--- src/rtl/ul_write_axis.sv ---
// UL write -> N-way AXI-Stream demux: captures address + data, raises one-hot valid on the addressed port.
// Latency 1 cycle from completing handshake to valid; UL channels stay closed until the beat is taken.
// Optional macro UL_WRITE_AXIS_TIMEOUT_EN: drop a beat the selected port never accepts, count drops.
module ul_write_axis #(
    parameter int DATA_WIDTH   = 32,
    parameter int NBITS        = 4,
    parameter int N            = 1 << NBITS,
    parameter int TIMEOUT_BITS = 8
) (
    input  logic                  s_ul_clk,
    input  logic                  s_ul_aresetn,
    input  logic [NBITS-1:0]      s_ul_awaddr,
    input  logic                  s_ul_awvalid,
    output logic                  s_ul_awready,
    input  logic [DATA_WIDTH-1:0] s_ul_wdata,
    input  logic                  s_ul_wvalid,
    output logic                  s_ul_wready,
    output logic [N-1:0]          axis_port_valid,
    input  logic [N-1:0]          axis_port_ready,
    output logic [DATA_WIDTH-1:0] axis_port_data,
    output logic [NBITS-1:0]      axis_port_addr,
    output logic                  axis_port_addr_valid
`ifdef UL_WRITE_AXIS_TIMEOUT_EN
    ,
    output logic [7:0]            axis_drop_cnt
`endif
);

    typedef enum logic {ST_IDLE, ST_SEND} state_t;

    state_t                state_q, state_d;
    logic                  aw_got_q, aw_got_d;
    logic                  w_got_q, w_got_d;
    logic [NBITS-1:0]      sel_q, sel_d;
    logic [DATA_WIDTH-1:0] data_q, data_d;
    logic [N-1:0]          valid_q, valid_d;

    logic aw_hs, w_hs, pair_done, sel_ready, timeout_hit;

    assign aw_hs     = s_ul_awvalid & s_ul_awready;
    assign w_hs      = s_ul_wvalid & s_ul_wready;
    assign pair_done = (aw_got_q | aw_hs) & (w_got_q | w_hs);
    assign sel_ready = axis_port_ready[sel_q];

`ifdef UL_WRITE_AXIS_TIMEOUT_EN
    // Drop on the edge where the counter would reach all-ones: valid is held 2^T-1 cycles.
    localparam logic [TIMEOUT_BITS-1:0] TO_LAST = ~TIMEOUT_BITS'(1);

    logic [TIMEOUT_BITS-1:0] to_cnt_q, to_cnt_d;
    logic [7:0]              drop_cnt_q, drop_cnt_d;

    assign timeout_hit = (state_q == ST_SEND) && !sel_ready && (to_cnt_q == TO_LAST);

    always_comb begin
        to_cnt_d   = to_cnt_q;
        drop_cnt_d = drop_cnt_q;
        if (state_q != ST_SEND) begin
            to_cnt_d = '0;
        end else if (!sel_ready) begin
            to_cnt_d = to_cnt_q + TIMEOUT_BITS'(1);
        end
        if (timeout_hit && (drop_cnt_q != 8'hFF)) begin
            drop_cnt_d = drop_cnt_q + 8'd1;
        end
    end

    always_ff @(posedge s_ul_clk or negedge s_ul_aresetn) begin
        if (!s_ul_aresetn) begin
            to_cnt_q   <= '0;
            drop_cnt_q <= '0;
        end else begin
            to_cnt_q   <= to_cnt_d;
            drop_cnt_q <= drop_cnt_d;
        end
    end

    assign axis_drop_cnt = drop_cnt_q;
`else
    assign timeout_hit = 1'b0;
`endif

    always_ff @(posedge s_ul_clk or negedge s_ul_aresetn) begin
        if (!s_ul_aresetn) begin
            state_q <= ST_IDLE;
        end else begin
            state_q <= state_d;
        end
    end

    always_comb begin
        state_d = state_q;
        unique case (state_q)
            ST_IDLE: if (pair_done) state_d = ST_SEND;
            ST_SEND: if (sel_ready || timeout_hit) state_d = ST_IDLE;
            default: state_d = ST_IDLE;
        endcase
    end

    always_comb begin
        s_ul_awready         = (state_q == ST_IDLE) & ~aw_got_q;
        s_ul_wready          = (state_q == ST_IDLE) & ~w_got_q;
        axis_port_addr_valid = (state_q == ST_SEND);
    end

    always_comb begin
        aw_got_d = aw_got_q;
        w_got_d  = w_got_q;
        sel_d    = sel_q;
        data_d   = data_q;
        valid_d  = valid_q;
        if (state_q == ST_IDLE) begin
            if (aw_hs) begin
                aw_got_d = 1'b1;
                sel_d    = s_ul_awaddr;
            end
            if (w_hs) begin
                w_got_d = 1'b1;
                data_d  = s_ul_wdata;
            end
            if (pair_done) begin
                aw_got_d       = 1'b0;
                w_got_d        = 1'b0;
                valid_d        = '0;
                valid_d[sel_d] = 1'b1;
            end
        end else if (sel_ready || timeout_hit) begin
            valid_d = '0;
        end
    end

    always_ff @(posedge s_ul_clk or negedge s_ul_aresetn) begin
        if (!s_ul_aresetn) begin
            aw_got_q <= 1'b0;
            w_got_q  <= 1'b0;
            sel_q    <= '0;
            data_q   <= '0;
            valid_q  <= '0;
        end else begin
            aw_got_q <= aw_got_d;
            w_got_q  <= w_got_d;
            sel_q    <= sel_d;
            data_q   <= data_d;
            valid_q  <= valid_d;
        end
    end

    assign axis_port_valid = valid_q;
    assign axis_port_data  = data_q;
    assign axis_port_addr  = sel_q;

endmodule

--- config.mk ---
export PLATFORM = sky130hd
export DESIGN_NAME = ul_write_axis
export DESIGN_NICKNAME = d
export VERILOG_FILES = /design/src/rtl/ul_write_axis.sv
export SDC_FILE = /design/constraint.sdc
export NUM_CORES = 1
export LEC_CHECK = 0
export BUFFER_PORTS_ARGS = -buffer_cell sky130_fd_sc_hd__buf_2
export CORE_ASPECT_RATIO = 1.75
export CORE_MARGIN = 2
export CORE_UTILIZATION = 48
export CTS_BUF_LIST = sky130_fd_sc_hd__clkbuf_4 sky130_fd_sc_hd__clkbuf_8
export DETAILED_ROUTE_END_ITERATION = 10
export GPL_TIMING_DRIVEN = 0
export PLACE_DENSITY = 0.85
export SLEW_MARGIN = 20
export SYNTH_ARGS = -nofsm -noshare
export SYNTH_HDL_FRONTEND = slang
export SYNTH_SLANG_ARGS = --single-unit
export TNS_END_PERCENT = 5
--- constraint.sdc ---
create_clock -name s_ul_clk -period 2.15 [get_ports s_ul_clk]
set_input_delay 0.215 -clock s_ul_clk [delete_from_list [all_inputs] [get_ports s_ul_clk]]
set_output_delay 0.215 -clock s_ul_clk [all_outputs]
set_load 0.005 [all_outputs]
# Yosys cells after proc, flatten, opt, wreduce, memory -nomap -nowiden
# Index checks and enable logic that the tools add are counted.
[totals]
register_bits = 55
in_bits = 56
out_inout_bits = 55
word_cells = 44
[op_classes]
magnitude_cmp = 3
n_eq_ne = 1
muxes = 16
bitwise_logic = 10
n_reduce_logical = 8
[op_table]
columns = ["operator", "n"]
rows = [
  ["2-to-1 mux 16 bit", 3],
  ["< comparator 4 x 5 -> 1 bit, second input constant", 2],
  ["2-to-1 mux 1 bit", 8],
  ["2-to-1 mux 4 bit", 2],
  ["AND reduction 2 bit", 4],
  ["nonzero test 2 bit", 3],
  ["AND 1 bit", 5],
  ["binary-select mux 1 bit (select 4 bit)", 1],
  ["demux 1 bit (select 4 bit)", 1],
  [">= comparator 4 x 1 -> 1 bit, second input constant", 1],
  ["inverter 1 bit", 3],
  ["inequality test 2 x 1 -> 1 bit, second input constant", 1],
  ["bitwise OR 1 bit", 2],
  ["case mux 1 bit (2 select lines)", 1],
  ["logical AND 1 bit", 1],
]

# Longest topological paths before layout
[logic_depth]
word_depth = 11
depth_mapped = 7

# Least setup slack after synthesis
# Ideal clock, no wire load.
[synth_path]
kind = "reg-to-reg"
from = "register sel_q[0] (netlist: axis_port_addr[0])"
to = "register valid_q[13] (netlist: axis_port_valid[13])"
setup_ns = 0.126
arrival_time_ns = 1.793
setup_slack_ns = 0.231
stages_incl_launch_ff = 7
path_buffers = 2
cell_sequence = "dfrtp_1 -> buf_6 -> mux2i_1 -> mux4_2 -> a221oi_4 -> buf_6 -> o21ai_0"
[synth_between]
elab_chain_cells = 8
word_cells_on_any_way = 13
classes_between = "order compare: 2; eq/ne: 1; mux: 8; reduce/logical: 2"
[synth_lines]
columns = ["element", "line_no", "text"]
rows = [
  ["start, declared", "34", "logic [NBITS-1:0] sel_q, sel_d;"],
  ["start signal, assigned", "141", "sel_q <= sel_d;"],
  ["2-to-1 mux 4 bit", "112", "if (aw_hs) begin"],
  ["2-to-1 mux 4 bit", "111", "if (state_q == ST_IDLE) begin"],
  ["< comparator 4 x 5 -> 1 bit (not written as such) or >= comparator 4 x 1 -> 1 bit (tied branches)", "124", "valid_d[sel_d] = 1'b1;"],
  ["logical AND 1 bit (not written as such)", "124", ""],
  ["2-to-1 mux 1 bit (not written as such)", "124", ""],
  ["demux 1 bit (select 4 bit)", "124", ""],
  ["2-to-1 mux 16 bit", "120", "if (pair_done) begin"],
  ["2-to-1 mux 16 bit", "111", ""],
  ["end signal, assigned", "143", "valid_q <= valid_d;"],
  ["end, declared", "36", "logic [N-1:0] valid_q, valid_d;"],
]
# Parallel ways exist; a longest one is shown, timed or not. The select of a mux whose other input is x is not followed.
# A chain may end at the register's enable or synchronous reset.

# Final worst setup path
[layout_path]
from = "register sel_q[0] (netlist: axis_port_addr[0])"
to = "register valid_q[11] (netlist: axis_port_valid[11])"
# The elaborated chain is that of the path after synthesis.

==> results.toml <==
[timing]
hold_viol = 0
min_period_over_period_pct = 97.0
skew_ns = 0.00657
setup-violations-final = 0
tightestPinTransition_ns = 0.683
hold_ws_ns = 0.138
post-route-min-period_ns = 2.09
slew-limit-headroom_pct = 54.5
final-max-slew-violation-count = 0
clock.fmax_ghz = 0.479

[floorplan]
die_h_um = 98.8
core.rowCount = 34
core_mm2 = 0.00498
initial_utilization_pct = 49.5
die_w_um = 58.2
ios = 111
dieArea_mm2 = 0.00575

[global_routing]
grt_pass1_wl_um = 8690
grt.total_usage_pct = 19.8
grt_pass1_vias = 1876
antenna_found_initial = 0
grt_max_degree = 56
gr-total-overflow = 0

[run_status]
outcome = "finished, final reports clean"

[logic_synthesis]
synth_top_family_by_area = "multiplexers"
synth.distinct_cells = 26
syn_area_per_cell_um2 = 12.6
synth_fa_ha_area_share_pct = 0
synth_area_leaders = "dfrtp_1 (56%), mux2_2 (17%), mux2i_1 (5.7%)"
synth-edff-count = 0
synth-simple-area-share_pct = 8.38
syn_area_mm2 = 0.00246
synth_seq_cells = 55
ys_seq_area_share_pct = 55.8
yosys.area.top_type = "dfrtp_1"
synth-compound-area-share_pct = 6.75
yosysWarnings = 0
synthTopCellsByCount = "dfrtp_1 (55), mux2_2 (37), inv_1 (16)"
yosysTopAreaCellShare_pct = 55.8
synthArstFlopShare_pct = 100
synth-xor-area-share_pct = 0
syn-instance-count = 195
yosysMostFrequentCell = "dfrtp_1"
synth-main-ff-cell = "dfrtp_1"
synthMuxAreaShare_pct = 24.4
syn_nets = 251

[clocking]
numClockSinks = 55
cts_tree = "yes"
htreeDepth = 2
clock_path_buffers = 2
numCtsBuffers = 5
clock_tree.root_cell = "clkbuf_8"
clkLatencyLatePin_ns = 0.30
path_clk_slew_ns = 0.10

[critical_path]
critPathMaxStageDelay_ns = 0.52
cp.arrival_ns = 2.27
crit_top_cell = "buf_6"
path_cells = "buf_6 -> mux2i_1 -> mux4_2 -> a221oi_4 -> buf_6 -> o21ai_0"
path_max_fanout = 10
cp_slowest_cell = "mux4_2"
worst_setup_path_end_kind = "flip-flop"
crit_path_start_kind = "flip-flop"
required_ns = 2.33
path_class = "reg2reg"
reg2regPathDepth = 6

[detailed_routing]
wirelength_um = 5360
drc_errors = 0
wl_per_cell_um = 14.5
vias = 1916
vias_per_cell = 5.18
drtAntennaViolNets = 0
drtPass1Iterations = 4
drt_iter0_markers = 42

[final_layout]
multi_input_area_mm2 = 0.00104
diodes = 0
stdcell_count = 370
final_layout_size_suffix_gt1_share_pct = 54.7
fin_util_pct = 66.3
fin_nets = 371
n_fill_cell = 402
ff_latch_area_mm2 = 0.00138
area.growth.synth_to_final_pct = 33.9

[pwr]
internal_power_mw = 3.00
combPwrFrac_pct = 45.7
switching_power_mw = 1.53
total_power_mw = 4.53
power_frac_seq_pct = 38.7
ir_worst_vdd_uv = 906
powerDensity_mw_per_mm2 = 1370
p_clk_share_pct = 15.6
p_sw_share_pct = 33.8
p_leak_nw = 1.60

[min_path]
holdPathStages = 2
min_path_type = "in2reg"

[job]
maxCapViolations = 0

[placed_design]
port_buffers = 110
place_inst = 359
dpl.hpwl_um = 4090
routabilityCongestion = 0.759
## final timing paths
kind                                   startpoint                  end  slack, ns
worst max-delay path            axis_port_addr[0]  axis_port_valid[11]       0.06
worst min-delay path               s_ul_wdata[29]   axis_port_data[29]       0.14
worst max register to register  axis_port_addr[0]  axis_port_valid[11]       0.06
worst min register to register  axis_port_data[9]    axis_port_data[9]       0.51
max in group asynchronous            s_ul_aresetn    axis_port_addr[0]       1.18
min in group asynchronous            s_ul_aresetn    axis_port_addr[0]       0.50
## through the flow
step	setup TNS [ns]	instance area, um^2	worst slack [ns]
finish	0	3300	0.0641
global route	-0.0458	3300	-0.0301
detailed placement	0	3090	0.0313
CTS	0	3210	0.0293
global placement	0	3080	0.0655
floorplan	0	2460	0.231
## power by group through the flow
| stage | Clock, mW | Combinational, mW | Sequential [mW] |
|---|---|---|---|
| 5_1_grt | 0.763 | 2.28 | 1.81 |
| 6_report | 0.706 | 2.07 | 1.75 |
| 4_1_cts | 0.722 | 1.93 | 1.75 |
| 3_5_place_dp | 0 | 1.92 | 1.78 |
| 3_3_place_gp | 0 | 1.87 | 1.75 |
| 2_1_floorplan | 0 | 1.13 | 1.80 |
## cell families after synthesis
group	count (synthesis)
muxes	53
buffers and inverters	26
DFF	55
AOI/OAI and AO/OA	22
and+or+nand+nor	39
## layer usage
layer	up-vias	track usage [%]	part of all wire [%]
met5	-	0	0
met4	0	7.87	2.4
met3	11	2.76	4.2
met2	69	35.3	56
met1	920	23.2	37
li1	916	-	-
## sequential cells by signal (all words and copies together) (netlist names)
register,flops
axis_port_addr_valid,1
w_got_q,1
axis_port_data,32
axis_port_valid,16
axis_port_addr,4
aw_got_q,1
## final cells by class
class                   count  share of cell area (%)
flip-flops and latches     55                    41.8
multi-input cells         114                    31.6
repair buffers            113                    17.5
clock buffers               6                    2.50
well taps                  54                    2.05
inverters                  16                    1.82
plain buffers              10                    1.74
clock inverters             2                    1.06
## critical path, delay by kind of cell (launching register included)
kind                   cells  cell delay [ns]
multiplexers               2             0.63
AO/OA/AOI/OAI              2             0.52
flip-flops                 1             0.47
buffers and inverters      2             0.35
## placed cells by master (no fill, tap or decap), drive strengths merged, types with 2 or more instances in the layout
master / n
mux2i: 14
o2bb2ai: 4
buf: 118
nor2: 6
mux2: 37
nor2b: 4
mux4: 2
nor3: 2
o21ai: 12
o22a: 2
clkbuf: 10
nand3: 12
inv: 16
nand2: 4
dfrtp: 55
nand2b: 7
## what timing repair did
action / in CTS / in global routing
hold buffers: 1 / 0
gates resized for setup: 0 / 18
endpoints found under the setup margin: 0 / 16
endpoints found under the hold margin: 55 / 0
buffers inserted: 0 / 2
(Power assumes the default switching activity.)
